$ cat config.mk
export PLATFORM = sky130hd
export DESIGN_NAME = rs_alu_flat
export DESIGN_NICKNAME = d
export VERILOG_FILES = /design/src/rtl/rs_alu_if.sv /design/src/rtl/rs_alu.sv /design/src/flat_wrapper.sv
export SDC_FILE = /design/constraint.sdc
export NUM_CORES = 2
export LEC_CHECK = 0
export CAP_MARGIN = 20
export CORE_MARGIN = 3
export CORE_UTILIZATION = 50
export DETAILED_ROUTE_END_ITERATION = 10
export PLACE_DENSITY = 0.71
export SLEW_MARGIN = 20
export SYNTH_ARGS = -nofsm -noshare
export SYNTH_HDL_FRONTEND = slang
export SYNTH_SLANG_ARGS = --single-unit
export TNS_END_PERCENT = 5
$ cat constraint.sdc
create_clock -name clk -period 4.9 [get_ports clk]
set_input_delay 0.98 -clock clk [delete_from_list [all_inputs] [get_ports clk]]
set_output_delay 0.98 -clock clk [all_outputs]
set_load 0.1 [all_outputs]
$ cat src/rtl/rs_alu_if.sv
// rs_alu_if: dispatch, common-data-bus and issue signals of the ALU
// reservation station.
//   master : dispatcher/CDB/ROB side; drives flush, in_*, cdb_*;
//            observes full and the out_* issue registers.
//   slave  : the reservation station itself.
interface rs_alu_if #(
    parameter int ROB_W  = 4,
    parameter int DATA_W = 32,
    parameter int OP_W   = 6
);
    logic              flush;
    logic              in_valid;
    logic [OP_W-1:0]   in_op;
    logic [ROB_W-1:0]  in_rob_tag;
    logic [DATA_W-1:0] in_pc;
    logic [DATA_W-1:0] in_imm;
    logic [ROB_W-1:0]  in_qj;
    logic [ROB_W-1:0]  in_qk;
    logic [DATA_W-1:0] in_vj;
    logic [DATA_W-1:0] in_vk;
    logic              full;
    logic [ROB_W-1:0]  cdb_alu_tag;
    logic [DATA_W-1:0] cdb_alu_data;
    logic [ROB_W-1:0]  cdb_ls_tag;
    logic [DATA_W-1:0] cdb_ls_data;
    logic [OP_W-1:0]   out_op;
    logic [ROB_W-1:0]  out_rob_tag;
    logic [DATA_W-1:0] out_pc;
    logic [DATA_W-1:0] out_a;
    logic [DATA_W-1:0] out_b;
    logic [DATA_W-1:0] out_imm;

    modport master (
        output flush, in_valid, in_op, in_rob_tag, in_pc, in_imm,
               in_qj, in_qk, in_vj, in_vk,
               cdb_alu_tag, cdb_alu_data, cdb_ls_tag, cdb_ls_data,
        input  full, out_op, out_rob_tag, out_pc, out_a, out_b, out_imm
    );

    modport slave (
        input  flush, in_valid, in_op, in_rob_tag, in_pc, in_imm,
               in_qj, in_qk, in_vj, in_vk,
               cdb_alu_tag, cdb_alu_data, cdb_ls_tag, cdb_ls_data,
        output full, out_op, out_rob_tag, out_pc, out_a, out_b, out_imm
    );
endinterface

$ cat src/rtl/rs_alu.sv
// rs_alu: reservation station in front of the integer ALU.
// Buffers dispatched micro-ops until both operands are known, snoops the
// ALU and load result buses for missing operands, and issues the
// lowest-index ready slot each cycle into registered outputs.
// Ports:
//   clk   : clock
//   rst_n : synchronous active-low reset
//   bus   : rs_alu_if.slave (flush, dispatch in_*, full, cdb_*, issue out_*)
module rs_alu #(
    parameter int ENTRIES = 8,
    parameter int IDX_W   = 3,
    parameter int ROB_W   = 4,
    parameter int DATA_W  = 32,
    parameter int OP_W    = 6
) (
    input  logic   clk,
    input  logic   rst_n,
    rs_alu_if.slave bus
);

    // Operand: producer tag (0 = value valid) plus value.
    typedef struct packed {
        logic [ROB_W-1:0]  tag;
        logic [DATA_W-1:0] val;
    } opnd_t;

    // Capture a pending operand from the CDBs; the ALU bus has priority.
    function automatic opnd_t wake(
        input opnd_t             o,
        input logic [ROB_W-1:0]  alu_tag,
        input logic [DATA_W-1:0] alu_data,
        input logic [ROB_W-1:0]  ls_tag,
        input logic [DATA_W-1:0] ls_data
    );
        opnd_t r;
        r = o;
        if (o.tag != '0 && o.tag == alu_tag) begin
            r.tag = '0;
            r.val = alu_data;
        end else if (o.tag != '0 && o.tag == ls_tag) begin
            r.tag = '0;
            r.val = ls_data;
        end
        return r;
    endfunction

    logic [ENTRIES-1:0] busy_q, busy_d;
    logic [OP_W-1:0]    op_q   [ENTRIES];
    logic [OP_W-1:0]    op_d   [ENTRIES];
    logic [ROB_W-1:0]   tag_q  [ENTRIES];
    logic [ROB_W-1:0]   tag_d  [ENTRIES];
    logic [DATA_W-1:0]  pc_q   [ENTRIES];
    logic [DATA_W-1:0]  pc_d   [ENTRIES];
    logic [DATA_W-1:0]  imm_q  [ENTRIES];
    logic [DATA_W-1:0]  imm_d  [ENTRIES];
    opnd_t              srcj_q [ENTRIES];
    opnd_t              srcj_d [ENTRIES];
    opnd_t              srck_q [ENTRIES];
    opnd_t              srck_d [ENTRIES];

    logic [OP_W-1:0]    out_op_q, out_op_d;
    logic [ROB_W-1:0]   out_rob_tag_q, out_rob_tag_d;
    logic [DATA_W-1:0]  out_pc_q, out_pc_d;
    logic [DATA_W-1:0]  out_a_q, out_a_d;
    logic [DATA_W-1:0]  out_b_q, out_b_d;
    logic [DATA_W-1:0]  out_imm_q, out_imm_d;

    logic               full_w;
    logic               issue_valid;
    logic [IDX_W-1:0]   issue_idx;
    logic [IDX_W-1:0]   free_idx;

    assign full_w = &busy_q;

    always_comb begin
        busy_d        = busy_q;
        op_d          = op_q;
        tag_d         = tag_q;
        pc_d          = pc_q;
        imm_d         = imm_q;
        srcj_d        = srcj_q;
        srck_d        = srck_q;
        out_op_d      = '0;
        out_rob_tag_d = '0;
        out_pc_d      = out_pc_q;
        out_a_d       = out_a_q;
        out_b_d       = out_b_q;
        out_imm_d     = out_imm_q;
        issue_valid   = 1'b0;
        issue_idx     = '0;
        free_idx      = '0;

        // Descending scans so the lowest index wins.
        for (int i = ENTRIES - 1; i >= 0; i--) begin
            if (busy_q[i] && srcj_q[i].tag == '0 && srck_q[i].tag == '0) begin
                issue_valid = 1'b1;
                issue_idx   = IDX_W'(i);
            end
            if (!busy_q[i]) begin
                free_idx = IDX_W'(i);
            end
        end

        for (int i = 0; i < ENTRIES; i++) begin
            if (busy_q[i] && !(issue_valid && issue_idx == IDX_W'(i))) begin
                srcj_d[i] = wake(srcj_q[i], bus.cdb_alu_tag, bus.cdb_alu_data,
                                 bus.cdb_ls_tag, bus.cdb_ls_data);
                srck_d[i] = wake(srck_q[i], bus.cdb_alu_tag, bus.cdb_alu_data,
                                 bus.cdb_ls_tag, bus.cdb_ls_data);
            end
        end

        if (issue_valid) begin
            busy_d[issue_idx] = 1'b0;
            out_op_d          = op_q[issue_idx];
            out_rob_tag_d     = tag_q[issue_idx];
            out_pc_d          = pc_q[issue_idx];
            out_a_d           = srcj_q[issue_idx].val;
            out_b_d           = srck_q[issue_idx].val;
            out_imm_d         = imm_q[issue_idx];
        end

        // The free slot is chosen from pre-edge busy bits, so it never
        // collides with the issuing slot or a waking slot.
        if (bus.in_valid && !full_w) begin
            busy_d[free_idx] = 1'b1;
            op_d[free_idx]   = bus.in_op;
            tag_d[free_idx]  = bus.in_rob_tag;
            pc_d[free_idx]   = bus.in_pc;
            imm_d[free_idx]  = bus.in_imm;
            srcj_d[free_idx] = wake(opnd_t'({bus.in_qj, bus.in_vj}),
                                    bus.cdb_alu_tag, bus.cdb_alu_data,
                                    bus.cdb_ls_tag, bus.cdb_ls_data);
            srck_d[free_idx] = wake(opnd_t'({bus.in_qk, bus.in_vk}),
                                    bus.cdb_alu_tag, bus.cdb_alu_data,
                                    bus.cdb_ls_tag, bus.cdb_ls_data);
        end

        if (bus.flush) begin
            busy_d        = '0;
            out_op_d      = '0;
            out_rob_tag_d = '0;
            out_pc_d      = '0;
            out_a_d       = '0;
            out_b_d       = '0;
            out_imm_d     = '0;
        end
    end

    // Slot payload is only meaningful while busy, so only the busy bits
    // and the issue registers are reset.
    always_ff @(posedge clk) begin
        if (!rst_n) begin
            busy_q        <= '0;
            out_op_q      <= '0;
            out_rob_tag_q <= '0;
            out_pc_q      <= '0;
            out_a_q       <= '0;
            out_b_q       <= '0;
            out_imm_q     <= '0;
        end else begin
            busy_q        <= busy_d;
            op_q          <= op_d;
            tag_q         <= tag_d;
            pc_q          <= pc_d;
            imm_q         <= imm_d;
            srcj_q        <= srcj_d;
            srck_q        <= srck_d;
            out_op_q      <= out_op_d;
            out_rob_tag_q <= out_rob_tag_d;
            out_pc_q      <= out_pc_d;
            out_a_q       <= out_a_d;
            out_b_q       <= out_b_d;
            out_imm_q     <= out_imm_d;
        end
    end

    assign bus.full        = full_w;
    assign bus.out_op      = out_op_q;
    assign bus.out_rob_tag = out_rob_tag_q;
    assign bus.out_pc      = out_pc_q;
    assign bus.out_a       = out_a_q;
    assign bus.out_b       = out_b_q;
    assign bus.out_imm     = out_imm_q;

endmodule
$ cat src/flat_wrapper.sv
// flat-port wrapper written by rule: the top's interface ports become plain ports
module rs_alu_flat 
#(
    parameter int ENTRIES = 8,
    parameter int IDX_W   = 3,
    parameter int ROB_W   = 4,
    parameter int DATA_W  = 32,
    parameter int OP_W    = 6
)
  (clk, rst_n, bus_flush, bus_in_valid, bus_in_op, bus_in_rob_tag, bus_in_pc, bus_in_imm, bus_in_qj, bus_in_qk, bus_in_vj, bus_in_vk, bus_cdb_alu_tag, bus_cdb_alu_data, bus_cdb_ls_tag, bus_cdb_ls_data, bus_full, bus_out_op, bus_out_rob_tag, bus_out_pc, bus_out_a, bus_out_b, bus_out_imm);
  rs_alu_if #(.ROB_W(ROB_W), .DATA_W(DATA_W), .OP_W(OP_W)) bus_i ();
  input  logic clk;
  input  logic rst_n;
  input wire logic [$bits(bus_i.flush)-1:0] bus_flush;
  input wire logic [$bits(bus_i.in_valid)-1:0] bus_in_valid;
  input wire logic [$bits(bus_i.in_op)-1:0] bus_in_op;
  input wire logic [$bits(bus_i.in_rob_tag)-1:0] bus_in_rob_tag;
  input wire logic [$bits(bus_i.in_pc)-1:0] bus_in_pc;
  input wire logic [$bits(bus_i.in_imm)-1:0] bus_in_imm;
  input wire logic [$bits(bus_i.in_qj)-1:0] bus_in_qj;
  input wire logic [$bits(bus_i.in_qk)-1:0] bus_in_qk;
  input wire logic [$bits(bus_i.in_vj)-1:0] bus_in_vj;
  input wire logic [$bits(bus_i.in_vk)-1:0] bus_in_vk;
  input wire logic [$bits(bus_i.cdb_alu_tag)-1:0] bus_cdb_alu_tag;
  input wire logic [$bits(bus_i.cdb_alu_data)-1:0] bus_cdb_alu_data;
  input wire logic [$bits(bus_i.cdb_ls_tag)-1:0] bus_cdb_ls_tag;
  input wire logic [$bits(bus_i.cdb_ls_data)-1:0] bus_cdb_ls_data;
  output wire logic [$bits(bus_i.full)-1:0] bus_full;
  output wire logic [$bits(bus_i.out_op)-1:0] bus_out_op;
  output wire logic [$bits(bus_i.out_rob_tag)-1:0] bus_out_rob_tag;
  output wire logic [$bits(bus_i.out_pc)-1:0] bus_out_pc;
  output wire logic [$bits(bus_i.out_a)-1:0] bus_out_a;
  output wire logic [$bits(bus_i.out_b)-1:0] bus_out_b;
  output wire logic [$bits(bus_i.out_imm)-1:0] bus_out_imm;
  assign bus_i.flush = bus_flush;
  assign bus_i.in_valid = bus_in_valid;
  assign bus_i.in_op = bus_in_op;
  assign bus_i.in_rob_tag = bus_in_rob_tag;
  assign bus_i.in_pc = bus_in_pc;
  assign bus_i.in_imm = bus_in_imm;
  assign bus_i.in_qj = bus_in_qj;
  assign bus_i.in_qk = bus_in_qk;
  assign bus_i.in_vj = bus_in_vj;
  assign bus_i.in_vk = bus_in_vk;
  assign bus_i.cdb_alu_tag = bus_cdb_alu_tag;
  assign bus_i.cdb_alu_data = bus_cdb_alu_data;
  assign bus_i.cdb_ls_tag = bus_cdb_ls_tag;
  assign bus_i.cdb_ls_data = bus_cdb_ls_data;
  assign bus_full = bus_i.full;
  assign bus_out_op = bus_i.out_op;
  assign bus_out_rob_tag = bus_i.out_rob_tag;
  assign bus_out_pc = bus_i.out_pc;
  assign bus_out_a = bus_i.out_a;
  assign bus_out_b = bus_i.out_b;
  assign bus_out_imm = bus_i.out_imm;
  rs_alu #(.ENTRIES(ENTRIES), .IDX_W(IDX_W), .ROB_W(ROB_W), .DATA_W(DATA_W), .OP_W(OP_W)) u_core (.clk(clk), .rst_n(rst_n), .bus(bus_i));
endmodule
Word-level counts from Yosys, hierarchy flattened
Cells that the tools add are included.
{"block": "word_totals", "ff_bits": 1314, "output_inout_bits": 139, "elab_cells": 366}
{"block": "classes", "n_lt_le_gt_ge": 7, "eq_ne": 43, "n_mux": 118, "bitwise_logic": 7, "n_reduce_logical": 120}
{"operator": "$mux W36", "n": 55}
{"operator": "$bwmux W288", "n": 2}
{"operator": "$mux W288", "n": 2}
{"operator": "$bwmux W256", "n": 2}
{"operator": "$mux W32", "n": 9}
{"operator": "$bmux W36 S3", "n": 2}
{"operator": "$bmux W32 S3", "n": 2}
{"operator": "$eq A4 B4 Y1", "n": 36}
{"operator": "$demux W36 S3", "n": 1}
{"operator": "$demux W32 S3", "n": 1}
{"operator": "$logic_and A1 B1 Y1", "n": 72}
{"operator": "$reduce_bool A4 Y1", "n": 18}
{"operator": "$logic_not A4 Y1", "n": 16}
{"operator": "$bwmux W48", "n": 1}
{"operator": "$mux W3", "n": 16}
{"operator": "$bwmux W32", "n": 1}
{"operator": "$bmux W6 S3", "n": 1}
{"operator": "$demux W6 S3", "n": 1}
{"operator": "$mux W6", "n": 3}
{"operator": "$mux W8", "n": 2}
{"operator": "$bmux W4 S3", "n": 1}
{"operator": "$demux W4 S3", "n": 1}
{"operator": "$eq A3 B3 Y1 const B", "n": 4}
{"operator": "$mux W4", "n": 3}
{"operator": "other kinds (19)", "n": 43}

Longest topological paths before layout
{"block": "logic_depth", "ltp_word": 20, "depth_mapped": 11, "mapped_depth_nobuf": 7}

Worst setup path before layout
No wires, ideal clock.
{"block": "synth_timing", "path_type": "flip-flop to flip-flop", "startpoint": "reg u_core.busy_q[1]", "endpoint": "reg u_core.imm_q[64] in the netlist's numbering, enable pin", "setup_time_ps": 589, "arrival_ps": 4552, "t_required_ps": 4311, "setup_slack_ps": -241, "stages_incl_launch_ff": 8, "n_path_buf": 2, "period_less_slack_ps": 5141, "cell_sequence": "dfxtp_1 -> clkbuf_1 -> nand4_1 -> nor3_1 -> nand2b_1 -> a2111oi_1 -> clkbuf_1 -> and2_1"}
{"block": "synth_via", "elab_chain_len": 4}
{"item": "start: declaration", "line_no": "rs_alu.sv:47", "rtl": "logic [ENTRIES-1:0] busy_q, busy_d;"}
{"item": "start signal: assignment", "line_no": "rs_alu.sv:162", "rtl": "busy_q <= busy_d;"}
{"item": "$reduce_and A8 Y1", "line_no": "rs_alu.sv:73", "rtl": "assign full_w = &busy_q;"}
{"item": "net bus_full", "line_no": "flat_wrapper.sv:28", "rtl": "output wire logic [$bits(bus_i.full)-1:0] bus_full;"}
{"item": "$logic_not A1 Y1", "line_no": "rs_alu.sv:125", "rtl": "if (bus.in_valid && !full_w) begin"}
{"item": "$logic_and A1 B1 Y1", "line_no": "rs_alu.sv:125"}
{"item": "$reduce_and A2 Y1 (no line)"}
{"item": "end signal: assignment", "line_no": "rs_alu.sv:166", "rtl": "imm_q <= imm_d;"}
{"item": "end: declaration", "line_no": "rs_alu.sv:54", "rtl": "logic [DATA_W-1:0] imm_q [ENTRIES];"}
The timed path passes the listed nets, and every way through them passes these cells.
A chain may end at the register's enable or synchronous reset.

==> results.json <==
{
  "drv_slew": 0,
  "status": "completed",
  "core_region_area_sq_um": 132000,
  "endpoint_kind": "flop",
  "floorplan.initialDensity": 0.5048,
  "postSynth.topFlopCell": "sky130_fd_sc_hd__edfxtp_1",
  "synth_area_per_cell_sq_um": 10.94,
  "timing_worst_setup_path_type": "reg2reg",
  "cts.reportedPaths.clkPinSlew_ns": 0.06,
  "cts_made_buffers": 144,
  "fp-row-count": 133,
  "clockRootBuffer": "sky130_fd_sc_hd__clkbuf_16",
  "io_pins": 361,
  "dpl.cell_count": 7768,
  "post-cts-setup-buffers": 0,
  "p_leak_nw": 26.56,
  "routed-via-count": 55340,
  "unrepaired_setup_endpoints_after_global_routing": "no",
  "clkSinkCount": 1314,
  "max_slew.worst_pin.slew_ns": 1.303,
  "async_reset_ff_frac": 0,
  "synth_seq_cells": 1314,
  "grt_pass1_vias": 53030,
  "worst_slew_margin_rel": 0.1312,
  "avgViaCountPerCell": 6.875,
  "holdCritPathClass": "reg2reg",
  "irDropWorstVdd_v": 0.0003694,
  "cts_buffer_depth": 3,
  "rr_worst_depth": 8,
  "fin_nets": 6383,
  "timing.clock.skew_ns": 0.03867,
  "chipWidth_um": 371.0,
  "mappedNetlistArea_sq_um": 66620,
  "ys_top_cells_by_area": "sky130_fd_sc_hd__edfxtp_1, sky130_fd_sc_hd__mux2i_1, sky130_fd_sc_hd__dfxtp_1, sky130_fd_sc_hd__nand2_1, sky130_fd_sc_hd__o21ai_0",
  "max-cap-violations": 0,
  "grt_max_degree": 130,
  "port-buffer-count": 360,
  "initialDrtViolationCount": 9257,
  "synthToLayoutAreaGrowth_pct": 15.87,
  "cts_tree": "built",
  "cts_repair_resize_count": 0,
  "fp.dieH_um": 371.0,
  "synth_common_cells": "sky130_fd_sc_hd__edfxtp_1, sky130_fd_sc_hd__nand2_1, sky130_fd_sc_hd__o21ai_0",
  "timing.fmax_mhz": 240.0,
  "timing.critical_path.arrival_ns": 4.67,
  "ratio_of_cells_with_drive_above_1_in_the_final_layout": 0.1035,
  "setup-tns-final_ns": 0,
  "hpwlAfterDp_mm": 139.6,
  "holdPathStages": 2,
  "p_per_area_nw_per_um2": 335.5,
  "drt_first_pass_iters": 10,
  "final.period_utilization": 0.8503,
  "synth_most_common_cell": "sky130_fd_sc_hd__edfxtp_1",
  "gr-usage-all-layers": 0.3427,
  "ant_nets": 0,
  "globalRoute.totalOverflow": 0,
  "path_max_fanout": 14,
  "synth-edff-count": 1168,
  "hold_ws_ns": 0.5433,
  "die-area_sq_um": 137600,
  "final_setup_violations": 0,
  "wire_length_of_the_first_global_routing_pass_mm": 351.7,
  "insertion_delay_ns": 0.79,
  "synth_top_cell_area_share": 0.5265,
  "synthDominantAreaCellType": "sky130_fd_sc_hd__edfxtp_1",
  "gp_congestion": 0.9195,
  "drt-wirelength-per-cell_um": 30.25,
  "ctsHtreeMaxLevel": 4,
  "synth_sequential_area_ratio": 0.5704,
  "report.final.hold_viol_count": 0,
  "remaining_drc_errors": 0,
  "worst_setup_sp_type": "flop",
  "yosys_warnings": 0,
  "finalNonFillerCells": 8049,
  "number_of_hold_buffers_added_after_cts": 0,
  "critical_path_required_ns": 5.40,
  "drt-total-wl_mm": 243.5,
  "post_synth_num_cell_types": 65,
  "antenna_found_initial": 26,
  "layout.core_utilization": 0.5849,
  "mapped_nets": 6309,
  "netlist_instances": 6087,
  "fin_crit_ns": 4.167
}
registers in the layout, indices dropped and copies added, names as in the netlist:
signal and flops:
u_core.bus.out_imm 32, u_core.bus.out_rob_tag 4, u_core.bus.out_a 32, u_core.srcj_q 288
u_core.bus.out_op 6, u_core.bus.out_b 32, u_core.srck_q 288, u_core.bus.out_pc 32
u_core.op_q 48, u_core.pc_q 256, u_core.tag_q 32, u_core.busy_q 8
u_core.imm_q 256
area by class of cell:
type | instances | area (sq um)
Sequential cell | 1314 | 38000
Multi-Input combinational cell | 4111 | 26360
Fill cell | 10660 | 54780
Antenna cell | 12 | 30.03
Clock inverter | 66 | 644.4
Clock buffer | 201 | 3979
Tap cell | 1755 | 2196
Inverter | 10 | 37.54
Timing Repair Buffer | 580 | 5941
path summary, 6_finish.rpt:
| check | end | startpoint | slack [ns] |
|---|---|---|---|
| setup / recovery | u_core.srcj_q[241]$_DFFE_PP_ | u_core.srcj_q[249]$_DFFE_PP_ | 0.73 |
| hold / removal | u_core.bus.out_imm[16]$_SDFFE_PP0N_ | u_core.imm_q[240]$_DFFE_PP_ | 0.54 |
| setup reg to reg | u_core.srcj_q[241]$_DFFE_PP_ | u_core.srcj_q[249]$_DFFE_PP_ | 0.73 |
| hold reg to reg | u_core.bus.out_imm[16]$_SDFFE_PP0N_ | u_core.imm_q[240]$_DFFE_PP_ | 0.54 |
routing by layer:
layer  GRT usage  vias up  wire length [um]
met5           0        -               169
met4      0.1940       24             14740
met3     0.09664      875             32230
met2      0.5289     4275            109200
met1      0.4338    26740             87140
li1            -    23430                 -
layout by cell type, fill, tap and decap left out, types with 168 or more instances in the layout:
cell type / count
sky130_fd_sc_hd__edfxtp_1: 1168
sky130_fd_sc_hd__mux2i_1: 321
sky130_fd_sc_hd__o21ai_0: 548
sky130_fd_sc_hd__buf_4: 168
sky130_fd_sc_hd__a22o_1: 217
sky130_fd_sc_hd__a221oi_1: 181
sky130_fd_sc_hd__a21oi_1: 314
sky130_fd_sc_hd__nand2_1: 758
sky130_fd_sc_hd__nor2_1: 497
sky130_fd_sc_hd__clkdlybuf4s50_1: 356
metrics by stage:
step	power [mW]	worst slack [ns]	instance area [sq um]
finish	25.90	0.7333	77180
global route	26.52	0.7037	77170
CTS	25.86	0.9279	77110
detailed placement	15.30	0.5008	72480
global placement	15.22	0.5326	72480
floorplan	14.27	0.4475	66620
worst max-delay path, stage by stage (launching register included):
cell and delay (ns):
sky130_fd_sc_hd__edfxtp_1 0.48, sky130_fd_sc_hd__nor4_1 0.88, sky130_fd_sc_hd__nand3_1 0.69, sky130_fd_sc_hd__o21ai_4 0.95, sky130_fd_sc_hd__o21bai_2 0.28, sky130_fd_sc_hd__buf_4 0.28, sky130_fd_sc_hd__nor2_1 0.09, sky130_fd_sc_hd__a21oi_1 0.13
sky130_fd_sc_hd__o21ai_0 0.09
where the power goes:
group	internal [mW]	total (mW)	switching, mW
Sequential	12.6	12.8	0.218
Combinational	0.846	2.33	1.49
Clock	6.05	10.7	4.68
cells by family (layout without fill, tap and decap cells):
kind of cell	after synthesis	count (layout)	share of synthesized area
xor+xnor	144	144	0.01893
flops	1314	1314	0.5704
simple gates	1454	1454	0.08865
compound gates	2048	2048	0.2092
mux	465	465	0.07258
other cells	0	12	0
buf+inv	662	857	0.04025
Note: power is estimated with default switching activity, not from simulation.
